### config.mk
export PLATFORM = sky130hd
export DESIGN_NAME = torus_out_collector
export DESIGN_NICKNAME = d
export VERILOG_FILES = /design/src/rtl/torus_pkg.sv /design/src/rtl/torus_sync_fifo.sv /design/src/rtl/torus_out_collector.sv
export SDC_FILE = /design/constraint.sdc
export NUM_CORES = 1
export LEC_CHECK = 0
export ABC_AREA = 0
export BUFFER_PORTS_ARGS = -buffer_cell sky130_fd_sc_hd__buf_4
export CORE_MARGIN = 8
export CORE_UTILIZATION = 61
export CTS_CLUSTER_DIAMETER = 80
export DETAILED_ROUTE_END_ITERATION = 7
export PLACE_DENSITY = 0.79
export SLEW_MARGIN = 25
export SYNTH_ARGS = -nofsm -noshare
export SYNTH_HDL_FRONTEND = slang
export SYNTH_SLANG_ARGS = --single-unit
export TNS_END_PERCENT = 5
### constraint.sdc
create_clock -name clk -period 14.7 [get_ports clk]
set_input_delay 0.735 -clock clk [delete_from_list [all_inputs] [get_ports clk]]
set_output_delay 0.735 -clock clk [all_outputs]
set_load 0.005 [all_outputs]
### src/rtl/torus_pkg.sv
// Shared constants and FSM state type for the torus output collector.
package torus_pkg;

  localparam int DATA_W    = 16;
  localparam int NUM_LANES = 4;
  localparam int DEPTH     = 8;

  typedef enum logic [1:0] {
    S_IDLE    = 2'd0,
    S_CAPTURE = 2'd1,
    S_DRAIN   = 2'd2,
    S_DONE    = 2'd3
  } state_e;

endpackage

### src/rtl/torus_sync_fifo.sv
// Single-clock FIFO with wrap-bit pointers; a push into a full FIFO is accepted
// when a pop happens in the same cycle.
module torus_sync_fifo #(
  parameter int WIDTH = 65,
  parameter int DEPTH = 8
) (
  input  logic             clk,
  input  logic             rst_n,
  input  logic             push,
  input  logic [WIDTH-1:0] wdata,
  input  logic             pop,
  output logic [WIDTH-1:0] rdata,
  output logic             full,
  output logic             empty
);

  localparam int AW = $clog2(DEPTH);

  logic [WIDTH-1:0] mem_q [DEPTH];
  logic [AW:0]      wr_ptr_q;
  logic [AW:0]      rd_ptr_q;
  logic             do_push;
  logic             do_pop;

  assign empty   = (wr_ptr_q == rd_ptr_q);
  assign full    = (wr_ptr_q[AW] != rd_ptr_q[AW]) &&
                   (wr_ptr_q[AW-1:0] == rd_ptr_q[AW-1:0]);
  assign do_pop  = pop && !empty;
  assign do_push = push && (!full || do_pop);
  assign rdata   = mem_q[rd_ptr_q[AW-1:0]];

  always_ff @(posedge clk or negedge rst_n) begin
    if (!rst_n) begin
      wr_ptr_q <= '0;
      rd_ptr_q <= '0;
    end else begin
      if (do_push) wr_ptr_q <= wr_ptr_q + 1'b1;
      if (do_pop)  rd_ptr_q <= rd_ptr_q + 1'b1;
    end
  end

  // Storage carries no reset; only the pointers define what is valid.
  always_ff @(posedge clk) begin
    if (do_push) mem_q[wr_ptr_q[AW-1:0]] <= wdata;
  end

endmodule

### src/rtl/torus_out_collector.sv
// Captures 4-lane torus results into a FIFO and serializes them one lane per beat.
//   state     | meaning
//   S_IDLE    | waiting for start
//   S_CAPTURE | writing one 4-lane word per cycle for sample_cnt cycles
//   S_DRAIN   | emptying FIFO and serializer downstream
//   S_DONE    | one-cycle completion pulse
module torus_out_collector
  import torus_pkg::*;
#(
  parameter int DATA_W = torus_pkg::DATA_W,
  parameter int DEPTH  = torus_pkg::DEPTH
) (
  input  logic              clk,
  input  logic              rst_n,
  input  logic              start,
  input  logic [7:0]        sample_cnt,
  input  logic [DATA_W-1:0] data_in0,
  input  logic [DATA_W-1:0] data_in1,
  input  logic [DATA_W-1:0] data_in2,
  input  logic [DATA_W-1:0] data_in3,
  output logic [DATA_W-1:0] m_data,
  output logic [1:0]        m_lane,
  output logic              m_valid,
  input  logic              m_ready,
  output logic              m_last,
  output logic              busy,
  output logic              done,
  output logic              overflow
);

  localparam int WORD_W = NUM_LANES * DATA_W + 1;

  state_e            state_q;
  logic [7:0]        remaining_q;
  logic              busy_q;
  logic              done_q;
  logic              overflow_q;

  logic [WORD_W-1:0] fifo_wdata;
  logic [WORD_W-1:0] fifo_rdata;
  logic              fifo_push;
  logic              fifo_pop;
  logic              fifo_full;
  logic              fifo_empty;

  logic [WORD_W-1:0] ser_word_q;
  logic              ser_valid_q;
  logic [1:0]        lane_q;

  logic              beat_acc;
  logic              lane3_acc;
  logic              write_ok;
  logic              drain_done;

  // Top bit of each word tags the final sample of the capture.
  assign fifo_wdata = {(remaining_q == 8'd1), data_in3, data_in2, data_in1, data_in0};
  assign beat_acc   = ser_valid_q && m_ready;
  assign lane3_acc  = beat_acc && (lane_q == 2'd3);
  assign fifo_pop   = !fifo_empty && (!ser_valid_q || lane3_acc);
  assign write_ok   = !fifo_full || fifo_pop;
  assign fifo_push  = (state_q == S_CAPTURE) && write_ok;
  // Leave DRAIN on the same edge that retires the last beat.
  assign drain_done = fifo_empty && (!ser_valid_q || lane3_acc);

  torus_sync_fifo #(
    .WIDTH (WORD_W),
    .DEPTH (DEPTH)
  ) u_fifo (
    .clk   (clk),
    .rst_n (rst_n),
    .push  (fifo_push),
    .wdata (fifo_wdata),
    .pop   (fifo_pop),
    .rdata (fifo_rdata),
    .full  (fifo_full),
    .empty (fifo_empty)
  );

  always_ff @(posedge clk or negedge rst_n) begin
    if (!rst_n) begin
      state_q     <= S_IDLE;
      remaining_q <= '0;
      busy_q      <= 1'b0;
      done_q      <= 1'b0;
      overflow_q  <= 1'b0;
    end else begin
      case (state_q)
        S_IDLE: begin
          if (start) begin
            overflow_q <= 1'b0;
            if (sample_cnt != 8'd0) begin
              state_q     <= S_CAPTURE;
              remaining_q <= sample_cnt;
              busy_q      <= 1'b1;
            end else begin
              state_q <= S_DONE;
              done_q  <= 1'b1;
            end
          end
        end
        S_CAPTURE: begin
          remaining_q <= remaining_q - 8'd1;
          if (!write_ok) overflow_q <= 1'b1;
          if (remaining_q == 8'd1) state_q <= S_DRAIN;
        end
        S_DRAIN: begin
          if (drain_done) begin
            state_q <= S_DONE;
            busy_q  <= 1'b0;
            done_q  <= 1'b1;
          end
        end
        S_DONE: begin
          state_q <= S_IDLE;
          done_q  <= 1'b0;
        end
        default: state_q <= S_IDLE;
      endcase
    end
  end

  always_ff @(posedge clk or negedge rst_n) begin
    if (!rst_n) begin
      ser_word_q  <= '0;
      ser_valid_q <= 1'b0;
      lane_q      <= 2'd0;
    end else if (fifo_pop) begin
      ser_word_q  <= fifo_rdata;
      ser_valid_q <= 1'b1;
      lane_q      <= 2'd0;
    end else if (beat_acc) begin
      if (lane_q == 2'd3) begin
        ser_valid_q <= 1'b0;
        lane_q      <= 2'd0;
      end else begin
        lane_q <= lane_q + 2'd1;
      end
    end
  end

  assign m_valid  = ser_valid_q;
  assign m_data   = ser_valid_q ? ser_word_q[int'(lane_q) * DATA_W +: DATA_W] : '0;
  assign m_lane   = ser_valid_q ? lane_q : 2'd0;
  assign m_last   = ser_valid_q && ser_word_q[WORD_W-1] && (lane_q == 2'd3);
  assign busy     = busy_q;
  assign done     = done_q;
  assign overflow = overflow_q;

endmodule
==> summary.md <==
The run finished with clean final reports. In this run the post-CTS setup repair buffer count came out at 0. On the final layout, the worst hold slack is 0.353 ns. The run gives 1251 as the synthesized netlist net count. The clock period could shrink to 3.98 ns. The category of the most critical setup path was register to register.

The net switching power is 1.71 mW. For the area enclosed by the die boundary, the log shows 45400 µm². The tools report the final count of hold timing violations as 0.

The clock share of power is 0.279. The clock drives 609 sinks. For the placed wire-length estimate, the log shows 28400 µm. For the required time of the critical path, the log shows 14.92 ns. The final routed DRC violation total was 0; the final-report setup violation count was 0. The register area share after synthesis was 0.752; the slew at the pin closest to its max-slew limit was 1.04 ns.

Yosys mapped a number of flops with a built-in enable equal to 520. The ratio of cells with drive above 1 in the final layout was 0.284; the I/O pin count was 99. The number of global-route vias before repair came out at 12100.

The tools report the category of the worst setup path capture point as a register. In this run the worst hold path is classified as primary input to register. The detailed router finished its first iteration with 1024 violations. The analysis attributes to cell leakage a power of 9.18 nW. The routed layout has 11600 vias. The run gives 4.21 ns as the data arrival at the endpoint of the critical path. For the synthesized instance count, the log shows 1165.

The number of cells on the worst hold path was 1. The buffers plus inverters on the worst setup path is 1. The fraction of post-synthesis cell area in the top cell type by area was 0.658; the number of buffers inserted during clock tree synthesis was 58. The deepest level of the CTS H-tree was 2. For this run, the detailed router's first-pass iteration total came to 5. The clock passes through at most 3 buffers. The run gives 0 as the max-slew violation count. On the critical path the largest part of the delay comes from simple AND/OR/NAND/NOR gates. A synthesized cell averages 20.4 µm². The first global-routing pass estimated 74100 µm of wire. The max-cap check violation count was 0; the number of distinct library cell variants in the gate-level netlist after synthesis was 50. The worst slew margin relative to its limit was 0.308; the final wirelength was 49300 µm. The area growth from synthesis to layout is 14.1%.

Measured along the x axis, the die boundary spans 213 µm. The signal on the critical path passes through xnor2_1 > nand3_1 > o211ai_1 > nor2_4 > buf_4. The flop-to-flop setup slack came out at 10.72 ns. Setup repair after global routing left no endpoint under its margin. The initialized floorplan defines 72 standard-cell rows.

After clock tree synthesis, the clock-pin slew on the worst setup and hold paths is 0.06 ns. The number of antenna violations at the first check in global routing came out at 2. The combinational share of power was 0.285.

The worst hold path terminates at u_fifo.mem_q[3][38]. The part of the total power dissipated in sequential elements was 0.435. The area occupied by multi-input gates is 5590 µm². Measured along the y axis, the die boundary spans 213 µm. The register bit total from synthesis is 609, and the highest cell delay on the worst timing path is 1.03 ns. The logs give 0.0244 ns for the post-route clock skew and 0.000143 V for the maximum vdd drop. The fraction of registers with async set or reset after synthesis works out to 0.146. The per-cell via count in the routed design works out to 6.27. Startpoint of the worst hold path: data_in2[6]. The last weighted congestion value of the routability-driven placer was 0.818; the core region area was 38600 µm². Fraction of power spent switching nets: 0.304. The synthesized design spends more area on one cell type than any other, namely sky130_fd_sc_hd__edfxtp_1. After detailed routing, the average wire length per cell comes to 26.6 µm. Entering global routing, the biggest net connects 137 pins. Static timing analysis puts the maximum clock frequency at 0.251 GHz.

Ranked by total cell area, the synthesized netlist is headed by sky130_fd_sc_hd__edfxtp_1, sky130_fd_sc_hd__mux4_2, sky130_fd_sc_hd__dfrtp_1. Total negative slack for setup checks: 0 ns. The storage element area came out at 17900 µm². Clock latency on the worst-skew pair, taken at its later pin, is 0.62 ns. The startpoint identified for the worst register-to-register timing path is u_fifo.rd_ptr_q[1]. The worst-path cell with the longest stage delay is sky130_fd_sc_hd__dfrtp_4. The number of cells on the worst reg-to-reg path is 5.

The tools report the overall global routing resource usage as 0.221. The internal power of the cells came out at 3.91 mW. The number of fill cells is 2273, and the power density normalized to cell area is 208 nW/µm². Buffers placed on the I/O ports in this run total 98. The endpoint of the worst-slack reg-to-reg timing path was u_fifo.mem_q[6][6]. In the synthesized netlist the dominant register cell turns out to be sky130_fd_sc_hd__edfxtp_1. The count of nets left with antenna violations once routing finished came out at 0. TritonCTS built the clock tree. Global routing finished with a remaining overflow of 0. The synthesized netlist occupies a cell area of 23700 µm². The starting density of the core was 0.615; the top fanout value on the critical path was 59. Critical path startpoint category: a register.

The utilization after layout was 0.702; the number of nets at the end of the flow was 1368. The root buffer cell chosen for the clock tree is sky130_fd_sc_hd__clkbuf_16. The final period utilization came out at 0.271. Yosys printed 0 warnings.
## routing by layer
layer / track usage / vias up / share of wire
met5: 0 / - / 0.00026
met4: 0.0716 / 2 / 0.024
met3: 0.0546 / 77 / 0.091
met1: 0.292 / 6037 / 0.39
li1: - / 4965 / -
met2: 0.364 / 519 / 0.50
## power by group through the flow
stage	Clock (mW)	Sequential (mW)	Combinational (mW)
after floorplan	0	2.36	1.18
after global placement	0	2.46	1.57
after detailed placement	0	2.47	1.60
after CTS	1.59	2.45	1.62
after global routing	1.65	2.47	1.72
final	1.57	2.45	1.61
## layout by cell type, fill, tap and decap left out, types with 3 or more instances in the layout
master	instances
sky130_fd_sc_hd__a21oi_1	73
sky130_fd_sc_hd__a2bb2oi_1	3
sky130_fd_sc_hd__a31oi_1	4
sky130_fd_sc_hd__and2_1	19
sky130_fd_sc_hd__and3_1	3
sky130_fd_sc_hd__buf_4	117
sky130_fd_sc_hd__bufinv_16	11
sky130_fd_sc_hd__clkbuf_1	12
sky130_fd_sc_hd__clkbuf_16	58
sky130_fd_sc_hd__clkbuf_8	4
sky130_fd_sc_hd__clkinv_1	9
sky130_fd_sc_hd__clkinv_2	7
sky130_fd_sc_hd__clkinvlp_4	3
sky130_fd_sc_hd__dfrtp_1	85
sky130_fd_sc_hd__dfrtp_4	3
sky130_fd_sc_hd__edfxtp_1	520
sky130_fd_sc_hd__ha_1	10
sky130_fd_sc_hd__inv_1	8
sky130_fd_sc_hd__inv_6	4
sky130_fd_sc_hd__mux2i_1	69
sky130_fd_sc_hd__mux4_2	146
sky130_fd_sc_hd__nand2_1	10
sky130_fd_sc_hd__nand2b_1	3
sky130_fd_sc_hd__nor2_1	75
sky130_fd_sc_hd__nor3_1	5
sky130_fd_sc_hd__nor3_2	4
sky130_fd_sc_hd__o211ai_1	3
sky130_fd_sc_hd__o22a_2	5
sky130_fd_sc_hd__o32a_1	3
sky130_fd_sc_hd__xnor2_1	9
## registers in the layout (all words and copies together), names as in the netlist, 2 cells and up
name / flops
u_fifo.mem_q: 520
state_q: 2
u_fifo.wr_ptr_q: 4
u_fifo.rd_ptr_q: 4
lane_q: 2
remaining_q: 8
ser_word_q: 65
## per-stage QoR
stage	setup WS [ns]	instances	power, mW	cell area [µm²]
2_1_floorplan	6.77	1165	3.54	23700
3_3_place_gp	10.73	1739	4.03	25000
3_5_place_dp	10.62	1739	4.07	25000
4_1_cts	10.57	1849	5.66	27100
5_1_grt	10.52	1850	5.85	27100
6_report	10.72	1850	5.62	27100
## what timing repair did
action,4_1_cts,5_1_grt
setup endpoints to repair,0,0
gates resized for setup,0,0
hold endpoints to repair,5,0
hold buffers,1,0
## cells in the mapped netlist (2+ instances only)
| library cell | n |
|---|---|
| sky130_fd_sc_hd__xnor2_1 | 9 |
| sky130_fd_sc_hd__mux2_2 | 2 |
| sky130_fd_sc_hd__a41oi_1 | 3 |
| sky130_fd_sc_hd__buf_2 | 26 |
| sky130_fd_sc_hd__a221oi_1 | 2 |
| sky130_fd_sc_hd__dfrtp_1 | 89 |
| sky130_fd_sc_hd__o21ai_0 | 2 |
| sky130_fd_sc_hd__nor2_1 | 77 |
| sky130_fd_sc_hd__o32a_1 | 3 |
| sky130_fd_sc_hd__a2bb2oi_1 | 3 |
| sky130_fd_sc_hd__o41ai_1 | 2 |
| sky130_fd_sc_hd__inv_1 | 9 |
| sky130_fd_sc_hd__a21oi_1 | 73 |
| sky130_fd_sc_hd__nor3_1 | 9 |
| sky130_fd_sc_hd__buf_1 | 15 |
| sky130_fd_sc_hd__nand2_1 | 10 |
| sky130_fd_sc_hd__or4_4 | 2 |
| sky130_fd_sc_hd__nor4_1 | 3 |
| sky130_fd_sc_hd__and2_1 | 19 |
| sky130_fd_sc_hd__nand3_1 | 2 |
| sky130_fd_sc_hd__a31oi_1 | 4 |
| sky130_fd_sc_hd__clkbuf_1 | 11 |
| sky130_fd_sc_hd__xor2_1 | 2 |
| sky130_fd_sc_hd__mux2i_1 | 69 |
| sky130_fd_sc_hd__and3_1 | 3 |
| sky130_fd_sc_hd__nand2b_1 | 3 |
| sky130_fd_sc_hd__ha_1 | 10 |
| sky130_fd_sc_hd__o22a_2 | 5 |
| sky130_fd_sc_hd__buf_4 | 11 |
| sky130_fd_sc_hd__mux4_2 | 146 |
| sky130_fd_sc_hd__edfxtp_1 | 520 |
| sky130_fd_sc_hd__o211ai_1 | 3 |
## how the worst max path moves through the flow
stage	startpoint	cells past startpoint	slack, ns	to
finish	u_fifo.rd_ptr_q[1]	5	10.72	u_fifo.mem_q[6][6]
global route	u_fifo.rd_ptr_q[1]	5	10.52	u_fifo.mem_q[6][8]
CTS	lane_q[0]	6	10.57	u_fifo.mem_q[6][10]
detailed placement	lane_q[0]	6	10.62	u_fifo.mem_q[6][12]
global placement	lane_q[0]	6	10.73	u_fifo.mem_q[5][8]
floorplan	m_ready	4	6.77	u_fifo.mem_q[0][0]
## cell families (layout without fill, tap and decap cells)
| group | count (synthesis) | count (layout) | synth area share |
|---|---|---|---|
| AOI/OAI and AO/OA | 112 | 112 | 0.0291 |
| adders and majority gates | 10 | 10 | 0.00528 |
| xor gates and xnor gates | 11 | 11 | 0.00406 |
| DFF | 609 | 609 | 0.752 |
| other | 0 | 1 | 0 |
| buffers and inverters | 73 | 239 | 0.0147 |
| and+or+nand+nor | 133 | 133 | 0.0259 |
| muxes | 217 | 217 | 0.169 |
## layout make-up
cell class | instances | area share
Inverter | 10 | 0.00139
Clock buffer | 74 | 0.0573
Antenna cell | 1 | 0.0000924
Tap cell | 518 | 0.0239
Clock inverter | 35 | 0.0177
Timing Repair Buffer | 120 | 0.0336
Sequential cell | 609 | 0.660
Multi-Input combinational cell | 483 | 0.206
No activity file was read; power rests on OpenSTA's default activity.
